<file path="src/rtl/mux_rr_chan.sv">
// N-channel registered multiplexer with valid/ready handshaking.
// Grants by fixed select or by round-robin rotation.
module mux_rr_chan #(
  parameter int W  = 8,
  parameter int SW = 2
) (
  input  logic                  clk,
  input  logic                  rst,
  input  logic [(2**SW)*W-1:0]  in_data,
  input  logic [(2**SW)-1:0]    in_valid,
  output logic [(2**SW)-1:0]    in_ready,
  input  logic                  mode,
  input  logic [SW-1:0]         sel,
  output logic [W-1:0]          out_data,
  output logic [SW-1:0]         out_chan,
  output logic                  out_valid,
  input  logic                  out_ready
);

  localparam int N = 2**SW;

  typedef enum logic {EMPTY, FULL} state_t;

  state_t          r_state;
  state_t          w_stateNext;
  logic [W-1:0]    r_data;
  logic [SW-1:0]   r_chan;
  logic [SW-1:0]   r_ptr;

  logic            w_loadEn;
  logic            w_grantValid;
  logic [SW-1:0]   w_grant;
  logic [SW-1:0]   w_idx;
  logic            w_xfer;

  assign w_loadEn = (r_state == EMPTY) || out_ready;

  // Round-robin scans ptr, ptr+1, ... with SW-bit arithmetic providing the wrap.
  always_comb begin
    w_grant      = '0;
    w_grantValid = 1'b0;
    w_idx        = '0;
    if (!mode) begin
      w_grant      = sel;
      w_grantValid = in_valid[sel];
    end else begin
      for (int i = 0; i < N; i++) begin
        w_idx = r_ptr + SW'(i);
        if (!w_grantValid && in_valid[w_idx]) begin
          w_grant      = w_idx;
          w_grantValid = 1'b1;
        end
      end
    end
  end

  assign w_xfer   = !rst && w_loadEn && w_grantValid;
  assign in_ready = w_xfer ? (N'(1) << w_grant) : '0;

  always_ff @(posedge clk) begin
    if (rst) begin
      r_state <= EMPTY;
    end else begin
      r_state <= w_stateNext;
    end
  end

  always_comb begin
    w_stateNext = r_state;
    if (w_xfer) begin
      w_stateNext = FULL;
    end else if (r_state == FULL && out_ready) begin
      w_stateNext = EMPTY;
    end
  end

  // Data and channel hold their last values on drain; only a transfer reloads them.
  always_ff @(posedge clk) begin
    if (rst) begin
      r_data <= '0;
      r_chan <= '0;
      r_ptr  <= '0;
    end else if (w_xfer) begin
      r_data <= in_data[w_grant*W +: W];
      r_chan <= w_grant;
      if (mode) begin
        r_ptr <= w_grant + SW'(1);
      end
    end
  end

  assign out_data  = r_data;
  assign out_chan  = r_chan;
  assign out_valid = (r_state == FULL);

endmodule

</file>
<file path="config.mk">
export PLATFORM = sky130hd
export DESIGN_NAME = mux_rr_chan
export DESIGN_NICKNAME = d
export VERILOG_FILES = /design/src/rtl/mux_rr_chan.sv
export SDC_FILE = /design/constraint.sdc
export NUM_CORES = 1
export LEC_CHECK = 0
export BUFFER_PORTS_ARGS = -buffer_cell sky130_fd_sc_hd__buf_2
export CORE_ASPECT_RATIO = 1.75
export CORE_MARGIN = 3
export CORE_UTILIZATION = 25
export DETAILED_ROUTE_END_ITERATION = 7
export MAX_ROUTING_LAYER = met4
export PLACE_DENSITY = 0.47
export REMOVE_ABC_BUFFERS = 1
export SLEW_MARGIN = 20
export SYNTH_ARGS = -nofsm -noshare
export SYNTH_HDL_FRONTEND = slang
export SYNTH_SLANG_ARGS = --single-unit
</file>
<file path="constraint.sdc">
create_clock -name clk -period 7.9 [get_ports clk]
set_input_delay 1.58 -clock clk [delete_from_list [all_inputs] [get_ports clk]]
set_output_delay 1.58 -clock clk [all_outputs]
set_load 0.03 [all_outputs]
</file>
=== After elaboration in Yosys (flattened, before gate mapping) ===
Index checks and enable logic that the tools add are counted.

* Add/subtract/negate cells: 4
* $lt $le $gt $ge: 5
* Shift-type cells: 2
* Multiplexer cells: 26
* Bitwise logic cells: 1
* Reductions and logical operators: 13

{| class="wikitable"
|+ Operator list
! kind !! number
|-
| $shiftx A32 B6 Y8 || 1
|-
| $lt A2 B3 Y1 const B || 5
|-
| $mux W1 || 15
|-
| $bmux W1 S2 || 5
|-
| $mux W2 || 5
|-
| $logic_and A1 B1 Y1 || 6
|-
| $add A2 B1 Y2 const B || 2
|-
| $add A2 B2 Y2 const B || 2
|-
| $logic_not A1 Y1 || 4
|-
| $mux W4 || 1
|-
| $shl A1 B2 Y4 const A || 1
|-
| $reduce_and A2 Y1 || 1
|-
| $reduce_bool A2 Y1 || 1
|-
| $logic_or A1 B1 Y1 || 1
|-
| $not A1 Y1 || 1
|}

* Flip-flop bits (word level): 13
* Input port bits: 42
* Output and inout port bits: 15
* Logic and storage cells: 55

=== Longest topological paths before layout ===
Gate-level depths: netlist of run 1.

* Depth in word-level cells: 18
* Mapped depth: 8
* Depth with buffers taken out: 6

=== Worst setup path before layout of run 1 ===
Ideal clock, no wire load.

* Path kind: input-to-output
* Start: input port in_valid[2]
* End: output port in_ready[0]
* Arrival time: 3.336 ns
* Data required time: 6.320 ns
* Slack: 2.984 ns
* Cell stages on the path: 8
* Buffers on the path: 2
* Cell sequence: buf_6 > mux2_2 > or4_4 > a21o_1 > a31oi_2 > nor2b_1 > buf_4 > and2_1

* Word-level cells in the longest chain between the ends: 18
* Elaborated cells on any way between the ends: 32
* Classes of those cells: shift (1); mux (24); reduce/logical (7)

{| class="wikitable"
|+ RTL lines
! item !! line !! source
|-
| start: declaration || 10 || <nowiki>input logic [(2**SW)-1:0] in_valid,</nowiki>
|-
| $bmux W1 S2 || 49 || <nowiki>if (!w_grantValid && in_valid[w_idx]) begin</nowiki>
|-
| $mux W1 (not written as such) || 49 ||
|-
| $mux W1 || 49 ||
|-
| $mux W1 || 43 || <nowiki>if (!mode) begin</nowiki>
|-
| $logic_not A1 Y1 || 49 ||
|-
| $logic_and A1 B1 Y1 || 49 ||
|-
| $mux W1 || 49 ||
|-
| $mux W1 || 43 ||
|-
| (+2 left out) || -- ||
|-
| $mux W1 || 49 ||
|-
| $mux W1 || 43 ||
|-
| $logic_not A1 Y1 || 49 ||
|-
| $logic_and A1 B1 Y1 || 49 ||
|-
| $mux W2 / $mux W1 (equally long branches) || 49 ||
|-
| $mux W2 / $mux W1 (equally long branches) || 43 ||
|-
| $shl A1 B2 Y4 / $logic_and A1 B1 Y1 (equally long branches) || 58, 57 ||
|-
| $mux W4 (*) || 58 || <nowiki>assign in_ready = w_xfer ? (N'(1) << w_grant) : '0;</nowiki>
|-
| end: declaration || 11 || <nowiki>output logic [(2**SW)-1:0] in_ready,</nowiki>
|}

Mark *: on every way between the ends. The rest lies on a longest branch, timed or not. The select of a mux whose other input is x is not followed.

=== Worst setup path in the final report of run 1 ===
Ends and elaborated chain as after synthesis.

==> qor.txt, run 1 <==
met3 Use GR -> 0.0153
VDD IR max -> 0.0000918 V
H-Tree Depth -> 1
WP data arrival -> 3.84 ns
CTS tree -> built
Worst-Skew Late Latency -> 0.24 ns
clk slew on worst S/H paths -> 0.05 ns
filler instances -> 426
register area share after synthesis -> 0.243
initial antenna violation count -> 0
Iteration-0 DRC Markers -> 21
vias in the first global route -> 1051
Remaining Overflow, GRT -> 0
most common cell after layout, fill and taps aside -> buf_2
Synth area leaders -> dfxtp_1 (24%), mux2i_1 (17%), a221oi_2 (11%)
IO Port Bufs -> 56
Vias -> 987
fin nets -> 201
core area -> 4020 sq um
met1 Usage GRT -> 0.126
remaining antenna violation count after routing -> 0
global-route wire length before repair -> 4550 microns
CTS resizes -> 0
Post-synth EDFFs -> 0
Finish-stage setup viols -> 0
I/O pin cnt -> 57
CP Data Required Time -> 6.32 ns
Hold Vio Cnt, Final -> 0
status -> completed
FP Rows -> 30
ys flop type -> dfxtp_1
Routed wire per std cell -> 13.2 microns
setup ws final -> 2.48 ns
DRC viols -> 0
Multi-input gate area -> 723 sq um
crit path max fanout -> 15
fmax -> 0.184 GHz
GRT Util Overall -> 0.108
post-DR vias/cell -> 4.79
Syn. warnings -> 0
register area -> 260 sq um
critical path endpoint category -> output pin
total CTS buffers -> 3
pwr/cell area -> 158 nW/um^2
ANT cells -> 0
DRT Pass-1 Iters -> 3
Hold Crit Class -> reg -> reg
synthesized cell area -> 1070 sq um
relative slew slack -> 0.345
Worst-Margin Slew -> 0.980 ns
Die Y-Extent -> 92.5 microns
leading area contributor after synthesis -> dfxtp_1
routing usage on met2 -> 0.194
clk_skew -> 0.000564 ns
layout cells sized above 1 -> 0.481
most frequent cells in the layout -> buf_2 (56), mux2i_1 (18), dfxtp_1 (13)
P_leak -> 0.680 nW
largest net degree at the start of global routing -> 22
initial core utilization -> 0.266
Post-CTS Setup Repair Bufs -> 0
Clock Tree Buf Depth -> 2
GP Congestion -> 0.757
Final TNS setup -> 0 ns
post-synthesis instance total -> 106
synthesis-to-layout area growth -> 29.7%
final WL -> 2710 microns
Tcrit/Tclk final -> 0.686
CTS Hold Bufs -> 0
Placed Cells -> 202
Die X -> 55.5 microns
RSZ-0062 raised after global routing -> no
Yosys top cell area share -> 0.243
critical path launch point type -> input pin
Post-Syn Area per Cell -> 10.1 sq um
Final Non-Filler Cells -> 206
Synth cell types -> 37
register bit count reported by yosys -> 13
critical path class -> in -> out
Max Slew Vio Count -> 0
MaxCap Viol Count -> 0
die area -> 5130 sq um
Tmin final -> 5.42 ns
grt peak-use layer -> met2
dpl hpwl -> 2130 microns
clk root buf -> clkbuf_8
Post-synth ARST share -> 0
Place WS -> 2.46 ns
clk sink count -> 13
## worst paths after layout
check        slack [ns]                       end                      from  cells past startpoint
max reg2reg        5.24  out_data[5]$_SDFFE_PP0P_     r_ptr[1]$_SDFFE_PP0P_                      6
max                2.48               in_ready[0]               in_valid[2]                      8
min                0.48  out_chan[0]$_SDFFE_PP0P_  out_chan[0]$_SDFFE_PP0P_                      2
min reg2reg        0.48  out_chan[0]$_SDFFE_PP0P_  out_chan[0]$_SDFFE_PP0P_                      2
## registers in the layout, summed over array words and instances (netlist names)
signal     flops
out_chan       2
out_data       8
out_valid      1
r_ptr          2
## metrics by stage
step | hold WS [ns] | cell area (sq um) | util | power [mW]
final | 0.481 | 1390 | 0.345 | 0.220
after global routing | 0.516 | 1390 | 0.345 | 0.232
after CTS | 0.487 | 1390 | 0.345 | 0.223
after detailed placement | 0.477 | 1340 | 0.334 | 0.163
after global placement | 0.474 | 1340 | 0.334 | 0.162
after floorplan | 0.568 | 995 | - | 0.134
## where the power goes
part / switching [mW] / internal, mW / leakage [nW]
sequential: 0.00499 / 0.0722 / 0.107
clock: 0.0235 / 0.0356 / 0.0228
combinational: 0.0485 / 0.0349 / 0.550
## synth_stat cells (all sizes together), types with 2 or more instances
| library cell | n |
|---|---|
| and2 | 2 |
| a21oi | 3 |
| dfxtp | 13 |
| a211oi | 3 |
| a221oi | 8 |
| a31oi | 3 |
| mux4 | 2 |
| o21bai | 8 |
| nor4 | 2 |
| clkbuf | 3 |
| nor2b | 3 |
| inv | 3 |
| nand2b | 3 |
| mux2i | 18 |
| buf | 6 |
| nor2 | 12 |
## cell type report
cell class,count,share of cell area
inverter,3,0.00812
tap,48,0.0433
sequential,13,0.188
timing repair buffer,57,0.207
clock buffer,4,0.0325
multi-input combinational,81,0.521
## routing by layer
metal | part of all wire | wire, microns | vias to the layer above
li1 | - | - | 505
met1 | 0.43 | 1170 | 436
met2 | 0.50 | 1350 | 46
met3 | 0.071 | 192 | 0
met4 | 0 | 0 | 0
met5 | 0 | 0 | -
## worst max-delay path, cell delays in order
cell	delay (ns)
buf_2	0.17
mux4_1	0.30
a211oi_4	0.07
nor4_2	0.24
buf_4	0.24
nor2b_1	0.80
and2_1	0.23
buf_2	0.19
## kinds of logic after synthesis
group,Yosys count,synth area share
AO/OA/AOI/OAI,31,0.295
XOR/XNOR,1,0.00819
buffers and inverters,12,0.0807
flip-flops,13,0.243
multiplexers,21,0.228
AND/OR/NAND/NOR,28,0.145
Note: power is estimated with default switching activity, not from simulation.
==> run 2: changes to the inputs <==
ABC_AREA = 1   (was default)
clock period = 4.45 ns   (was 7.9 ns; I/O delays follow)
==> run 2 against run 1 <==
Net effect:
- clock power increased by 79%
- worst hold slack got worse by 0.012 ns
- via count increased by 52%
- critical endpoint is now in_ready[1]
- cell count increased by 61%
- flip-flop and latch count unchanged
==> qor.txt, run 2 <==
critical path endpoint category -> output pin (unchanged)
relative slew slack -> 0.723 (was 0.345)
GP Congestion -> 0.860 (was 0.757)
critical path class -> in -> out (unchanged)
Final TNS setup -> 0 ns (unchanged)
CTS tree -> built (unchanged)
CTS resizes -> 0 (unchanged)
clk sink count -> 13 (unchanged)
Worst-Margin Slew -> 0.415 ns (was 0.980 ns)
CP Data Required Time -> 3.56 ns (was 6.32 ns)
core area -> 4790 sq um (was 4020 sq um)
initial core utilization -> 0.263 (was 0.266)
layout cells sized above 1 -> 0.276 (was 0.481)
IO Port Bufs -> 56 (unchanged)
Syn. warnings -> 0 (unchanged)
register area share after synthesis -> 0.207 (was 0.243)
Max Slew Vio Count -> 0 (unchanged)
filler instances -> 569 (was 426)
Hold Vio Cnt, Final -> 0 (unchanged)
Clock Tree Buf Depth -> 2 (unchanged)
most frequent cells after synthesis -> nand2_1 (75), nand3_1 (41), inv_1 (27) (was mux2i_1 (18), dfxtp_1 (13), nor2_1 (12))
P_leak -> 0.934 nW (was 0.680 nW)
fmax -> 0.289 GHz
top-count cell post-synth -> nand2_1 (was mux2i_1)
Multi-input gate area -> 803 sq um (was 723 sq um)
Post-CTS Setup Repair Bufs -> 0 (unchanged)
Tcrit/Tclk final -> 0.777
clk root buf -> clkbuf_8 (unchanged)
status -> completed (unchanged)
WP data arrival -> 2.57 ns (was 3.84 ns)
ANT cells -> 0 (unchanged)
register bit count reported by yosys -> 13 (unchanged)
Die X -> 59.6 microns (was 55.5 microns)
Worst-Skew Late Latency -> 0.24 ns (about the same)
FP Rows -> 33 (was 30)
Iteration-0 DRC Markers -> 70 (was 21)
dpl hpwl -> 3160 microns (was 2130 microns)
largest net degree at the start of global routing -> 19 (was 22)
final WL -> 3880 microns (was 2710 microns)
crit path max fanout -> 18 (was 15)
critical path launch point type -> input pin (unchanged)
Yosys top cell area share -> 0.224 (was 0.243)
Routed wire per std cell -> 11.7 microns (was 13.2 microns)
Place WS -> 0.965 ns (was 2.46 ns)
setup ws final -> 0.992 ns (was 2.48 ns)
Synth area leaders -> nand2_1 (22%), dfxtp_1 (21%), nand3_1 (16%) (was dfxtp_1 (24%), mux2i_1 (17%), a221oi_2 (11%))
Vias -> 1504 (was 987)
Post-Syn Area per Cell -> 5.59 sq um (was 10.1 sq um)
Post-synth ARST share -> 0 (unchanged)
synthesized cell area -> 1260 sq um (was 1070 sq um)
Hold Crit Class -> reg -> reg (unchanged)
RSZ-0062 raised after global routing -> no (unchanged)
clk slew on worst S/H paths -> 0.06 ns (was 0.05 ns)
most frequent cells in the layout -> nand2_1 (75), buf_2 (56), nand3_1 (41) (was buf_2 (56), mux2i_1 (18), dfxtp_1 (13))
leading area contributor after synthesis -> nand2_1 (was dfxtp_1)
die area -> 5960 sq um (was 5130 sq um)
post-DR vias/cell -> 4.54 (was 4.79)
max FFs per register -> 8 (unchanged)
ys flop type -> dfxtp_1 (unchanged)
CTS Hold Bufs -> 0 (unchanged)
Finish-stage setup viols -> 0 (unchanged)
most common cell after layout, fill and taps aside -> nand2_1 (was buf_2)
post-synthesis instance total -> 225 (was 106)
Die Y-Extent -> 99.9 microns (was 92.5 microns)
pwr/cell area -> 290 nW/um^2 (was 158 nW/um^2)
H-Tree Depth -> 1 (unchanged)
I/O pin cnt -> 57 (unchanged)
vias in the first global route -> 1453 (was 1051)
DRT Pass-1 Iters -> 4 (was 3)
total CTS buffers -> 3 (unchanged)
r2r setup slk -> 2.20 ns (was 5.24 ns)
fin nets -> 322 (was 201)
Synth cell types -> 23 (was 37)
MaxCap Viol Count -> 0 (unchanged)
GRT Util Overall -> 0.140 (was 0.108)
global-route wire length before repair -> 6420 microns (was 4550 microns)
register area -> 260 sq um (unchanged)
Remaining Overflow, GRT -> 0 (unchanged)
VDD IR max -> 0.000121 V (was 0.0000918 V)
clk_skew -> 0.000843 ns (was 0.000564 ns)
Tmin final -> 3.46 ns
remaining antenna violation count after routing -> 0 (unchanged)
DRC viols -> 0 (unchanged)
Post-synth EDFFs -> 0 (unchanged)
synthesis-to-layout area growth -> 25.9% (was 29.7%)
initial antenna violation count -> 0 (unchanged)
-- run 2: cell count changes after synthesis, sizes merged, moves of 8 or more --
cell	change
nand2	+81
nand3	+43
mux2i	-18
a221oi	-8
inv	+28
nor2	+16
-- run 2: kinds of logic after synthesis --
logic type / after synthesis / synth area share
and+or+nand+nor: 155 / 0.550
AOI/OAI and AO/OA: 18 / 0.0885
DFF: 13 / 0.207
buffers and inverters: 39 / 0.155
-- run 2: critical path, cell delays in order --
cell     delay [ns]
buf_2          0.10
inv_1          0.05
nand2_1        0.09
nand3_1        0.12
nand2_1        0.11
inv_2          0.05
nand3_2        0.07
nor2_2         0.05
nor2_4         0.22
nand2_4        0.18
inv_2          0.20
nand2_1        0.12
nor2_1         0.11
buf_2          0.20
-- run 2: path summary, 6_finish.rpt --
path                            startpoint                        to  depth (start not counted)
setup reg to reg     r_ptr[0]$_SDFFE_PP0P_  out_data[2]$_SDFFE_PP0P_                         14
setup / recovery               in_valid[1]               in_ready[1]                         14
hold reg to reg   out_chan[1]$_SDFFE_PP0P_  out_chan[1]$_SDFFE_PP0P_                          2
hold / removal    out_chan[1]$_SDFFE_PP0P_  out_chan[1]$_SDFFE_PP0P_                          2
-- run 2: metal layers --
metal / GRT usage / vias to the layer above / part of all wire
li1: - / 811 / -
met1: 0.158 / 642 / 0.41
met2: 0.243 / 45 / 0.52
met3: 0.00515 / 6 / 0.038
met4: 0.0683 / 0 / 0.028
met5: - / - / 0
-- run 2: layout make-up --
cell class	count	area share
Clock buffer	4	0.0284
Sequential cell	13	0.164
Multi-Input combinational cell	173	0.507
Tap cell	52	0.0410
Timing Repair Buffer	58	0.186
Inverter	31	0.0734
-- run 2: power breakdown --
part / total (mW) / switching (mW) / internal [mW]
sequential: 0.137 / 0.00845 / 0.129
combinational: 0.216 / 0.143 / 0.0730
clock: 0.106 / 0.0431 / 0.0632
total: 0.460 / 0.195 / 0.265
-- run 2: per-stage QoR --
step           power (mW)  hold WS [ns]   util  cells  instance area (sq um)
2_1_floorplan       0.289         0.510      -    217                   1180
3_3_place_gp        0.359         0.457  0.322    327                   1540
3_5_place_dp        0.358         0.461  0.322    327                   1540
4_1_cts             0.466         0.470  0.331    331                   1590
5_1_grt             0.499         0.487  0.331    331                   1590
6_report            0.460         0.470  0.331    331                   1590
==> run 3: changes to the inputs <==
clock period = 3.17 ns   (was 4.45 ns; I/O delays follow)
==> run 3 against run 2 <==
Net effect:
- total power rose by 44%
- worst hold slack got worse by 0.0067 ns
- die area did not move
- cell count rose by 2.1%
- clock skew rose by 0.0029 ns
- via count rose by 2.6%
- flip-flop and latch count did not move
- combinational power rose by 48%
- sequential power rose by 40%
- wire length rose by 5.2%
- core utilization rose by 1.1 points
- clock power rose by 42%
==> qor.txt, run 3 (synthesis results as in run 2) <==
Max stage delay on crit path -> 0.43 ns (was 0.22 ns)
clk slew on worst S/H paths -> 0.06 ns (about the same)
Die X -> 59.6 microns (unchanged)
initial antenna violation count -> 0 (unchanged)
Worst-Margin Slew -> 0.258 ns (was 0.415 ns)
critical path endpoint category -> output pin (unchanged)
Clock Tree Buf Depth -> 2 (unchanged)
CP Data Required Time -> 2.54 ns (was 3.56 ns)
MaxCap Viol Count -> 0 (unchanged)
DRC viols -> 0 (unchanged)
Hold Startpoint -> out_chan[1]$_SDFFE_PP0P_ (unchanged)
Critical-path top delay cell -> dfxtp_1 (was nor2_4)
WP data arrival -> 2.29 ns (was 2.57 ns)
P_leak -> 0.968 nW (was 0.934 nW)
Vias -> 1543 (was 1504)
Placed Cells -> 330 (was 327)
fmax -> 0.342 GHz
Tcrit/Tclk final -> 0.923
H-Tree Depth -> 1 (unchanged)
crit path cell chain -> buf_4 > nand2_1 > nand2_2 > nand2_2 > nand2_2 > nand2_1 > nand2_1 > nand2_2 > nand3_4 > nand2_4 > inv_2 > nand2_1 > nor2_1 > buf_2 (was buf_2 > inv_1 > nand2_1 > nand3_1 > nand2_1 > inv_2 > nand3_2 > nor2_2 > nor2_4 > nand2_4 > inv_2 > nand2_1 > nor2_1 > buf_2)
Hold Path Depth -> 2 (unchanged)
max FFs per register -> 8 (unchanged)
post-DR vias/cell -> 4.57 (was 4.54)
VDD IR max -> 0.000212 V (was 0.000121 V)
status -> completed (unchanged)
Tmin final -> 2.93 ns
Hold Vio Cnt, Final -> 0 (unchanged)
initial core utilization -> 0.263 (unchanged)
Finish-stage setup viols -> 0 (unchanged)
core area -> 4790 sq um (unchanged)
die area -> 5960 sq um (unchanged)
remaining antenna violation count after routing -> 0 (unchanged)
clk_skew -> 0.00377 ns (was 0.000843 ns)
WHS Endpoint -> out_chan[1]$_SDFFE_PP0P_ (unchanged)
largest net degree at the start of global routing -> 19 (unchanged)
global-route wire length before repair -> 6890 microns (was 6420 microns)
pwr/cell area -> 403 nW/um^2 (was 290 nW/um^2)
Iteration-0 DRC Markers -> 53 (was 70)
FP Rows -> 33 (unchanged)
Routed wire per std cell -> 12.1 microns (was 11.7 microns)
DRT Pass-1 Iters -> 4 (unchanged)
r2r setup slk -> 1.10 ns (was 2.20 ns)
Die Y-Extent -> 99.9 microns (unchanged)
total CTS buffers -> 3 (unchanged)
IO Port Bufs -> 56 (unchanged)
GRT Util Overall -> 0.150 (was 0.140)
final WL -> 4080 microns (was 3880 microns)
GP Congestion -> 0.922 (was 0.860)
worst reg2reg path depth -> 14 (unchanged)
fin nets -> 329 (was 322)
most common cell after layout, fill and taps aside -> nand2_1 (unchanged)
ANT cells -> 0 (unchanged)
dpl hpwl -> 3290 microns (was 3160 microns)
clk root buf -> clkbuf_8 (unchanged)
Max Slew Vio Count -> 0 (unchanged)
Remaining Overflow, GRT -> 0 (unchanged)
RSZ-0062 raised after global routing -> no (unchanged)
most frequent cells in the layout -> nand2_1 (75), buf_2 (56), nand3_1 (41) (unchanged)
clk sink count -> 13 (unchanged)
I/O pin cnt -> 57 (unchanged)
layout cells sized above 1 -> 0.297 (was 0.276)
vias in the first global route -> 1481 (was 1453)
CTS tree -> built (unchanged)
Worst-Skew Late Latency -> 0.24 ns (about the same)
Reg-to-Reg Start -> r_ptr[0]$_SDFFE_PP0P_ (unchanged)
crit path buf inv count -> 3 (was 5)
Final TNS setup -> 0 ns (unchanged)
relative slew slack -> 0.828 (was 0.723)
critical path class -> reg -> out (was in -> out)
CP top delay family -> simple AND/OR/NAND/NOR gates (unchanged)
Design Power -> 0.661 mW (was 0.460 mW)
Final Non-Filler Cells -> 338 (was 331)
Hold Crit Class -> reg -> reg (unchanged)
CTS Hold Bufs -> 0 (unchanged)
crit path max fanout -> 18 (unchanged)
critical path launch point type -> flop (was input pin)
synthesis-to-layout area growth -> 30.2% (was 25.9%)
reg2reg end -> out_data[7]$_SDFFE_PP0P_ (was out_data[2]$_SDFFE_PP0P_)
## run 3: cell types whose count changed in the layout (fill, tap and decap cells not counted)
cell     delta
buf_4       +7
dfxtp_1     -1
dfxtp_2     +1
## run 3: cell type report
class,count,area [sq um]
Clock buffer,4,45.0
Inverter,31,116
Timing Repair Buffer,65,348
Fill cell,562,3150
Sequential cell,13,262
Multi-Input combinational cell,173,803
Tap cell,52,65.1
## run 3: power breakdown
group / switching, mW / total (mW) / leakage (nW) / internal, mW
logic: 0.207 / 0.319 / 0.838 / 0.112
registers: 0.0104 / 0.192 / 0.108 / 0.181
clock network: 0.0621 / 0.151 / 0.0228 / 0.0888
total: 0.279 / 0.661 / 0.968 / 0.382
## run 3: per-layer routing
metal  global-route usage  up-vias  part of all wire
met5                    -        -                 0
met4               0.0614        0             0.026
met3              0.00386        6             0.038
met2                0.249       45              0.51
met1                0.187      666              0.42
li1                     -      826                 -
## run 3: stage by stage
stage / hold WS (ns) / util / setup slack, ns / cell area, sq um
after detailed placement: 0.458 / 0.326 / 0.220 / 1560
after floorplan: 0.510 / - / 0.356 / 1180
final: 0.463 / 0.342 / 0.244 / 1640
after global routing: 0.504 / 0.342 / 0.00844 / 1640
after global placement: 0.457 / 0.326 / 0.264 / 1560
after CTS: 0.467 / 0.336 / 0.168 / 1610
## run 3: tightest hold or removal path, cell delays in order (launching register included)
cell	delay [ns]
dfxtp_1	0.30
nand2_1	0.06
a21oi_1	0.05
## run 3: worst max path at each step
stage | start | end | slack, ns | cells past startpoint
2_1_floorplan | in_valid[1] | in_ready[2] | 0.36 | 11
5_1_grt | r_ptr[0]$_SDFFE_PP0P_ | in_ready[3] | 0.008 | 14
3_3_place_gp | in_valid[0] | in_ready[3] | 0.26 | 14
4_1_cts | r_ptr[0]$_SDFFE_PP0P_ | in_ready[3] | 0.17 | 13
3_5_place_dp | in_valid[1] | in_ready[3] | 0.22 | 14
6_report | r_ptr[0]$_SDFFE_PP0P_ | in_ready[3] | 0.24 | 14
## run 3: repair_timing
item | CTS | global route
setup buffers | 0 | 4
gates resized for setup | 0 | 1
setup endpoints to repair | 0 | 2
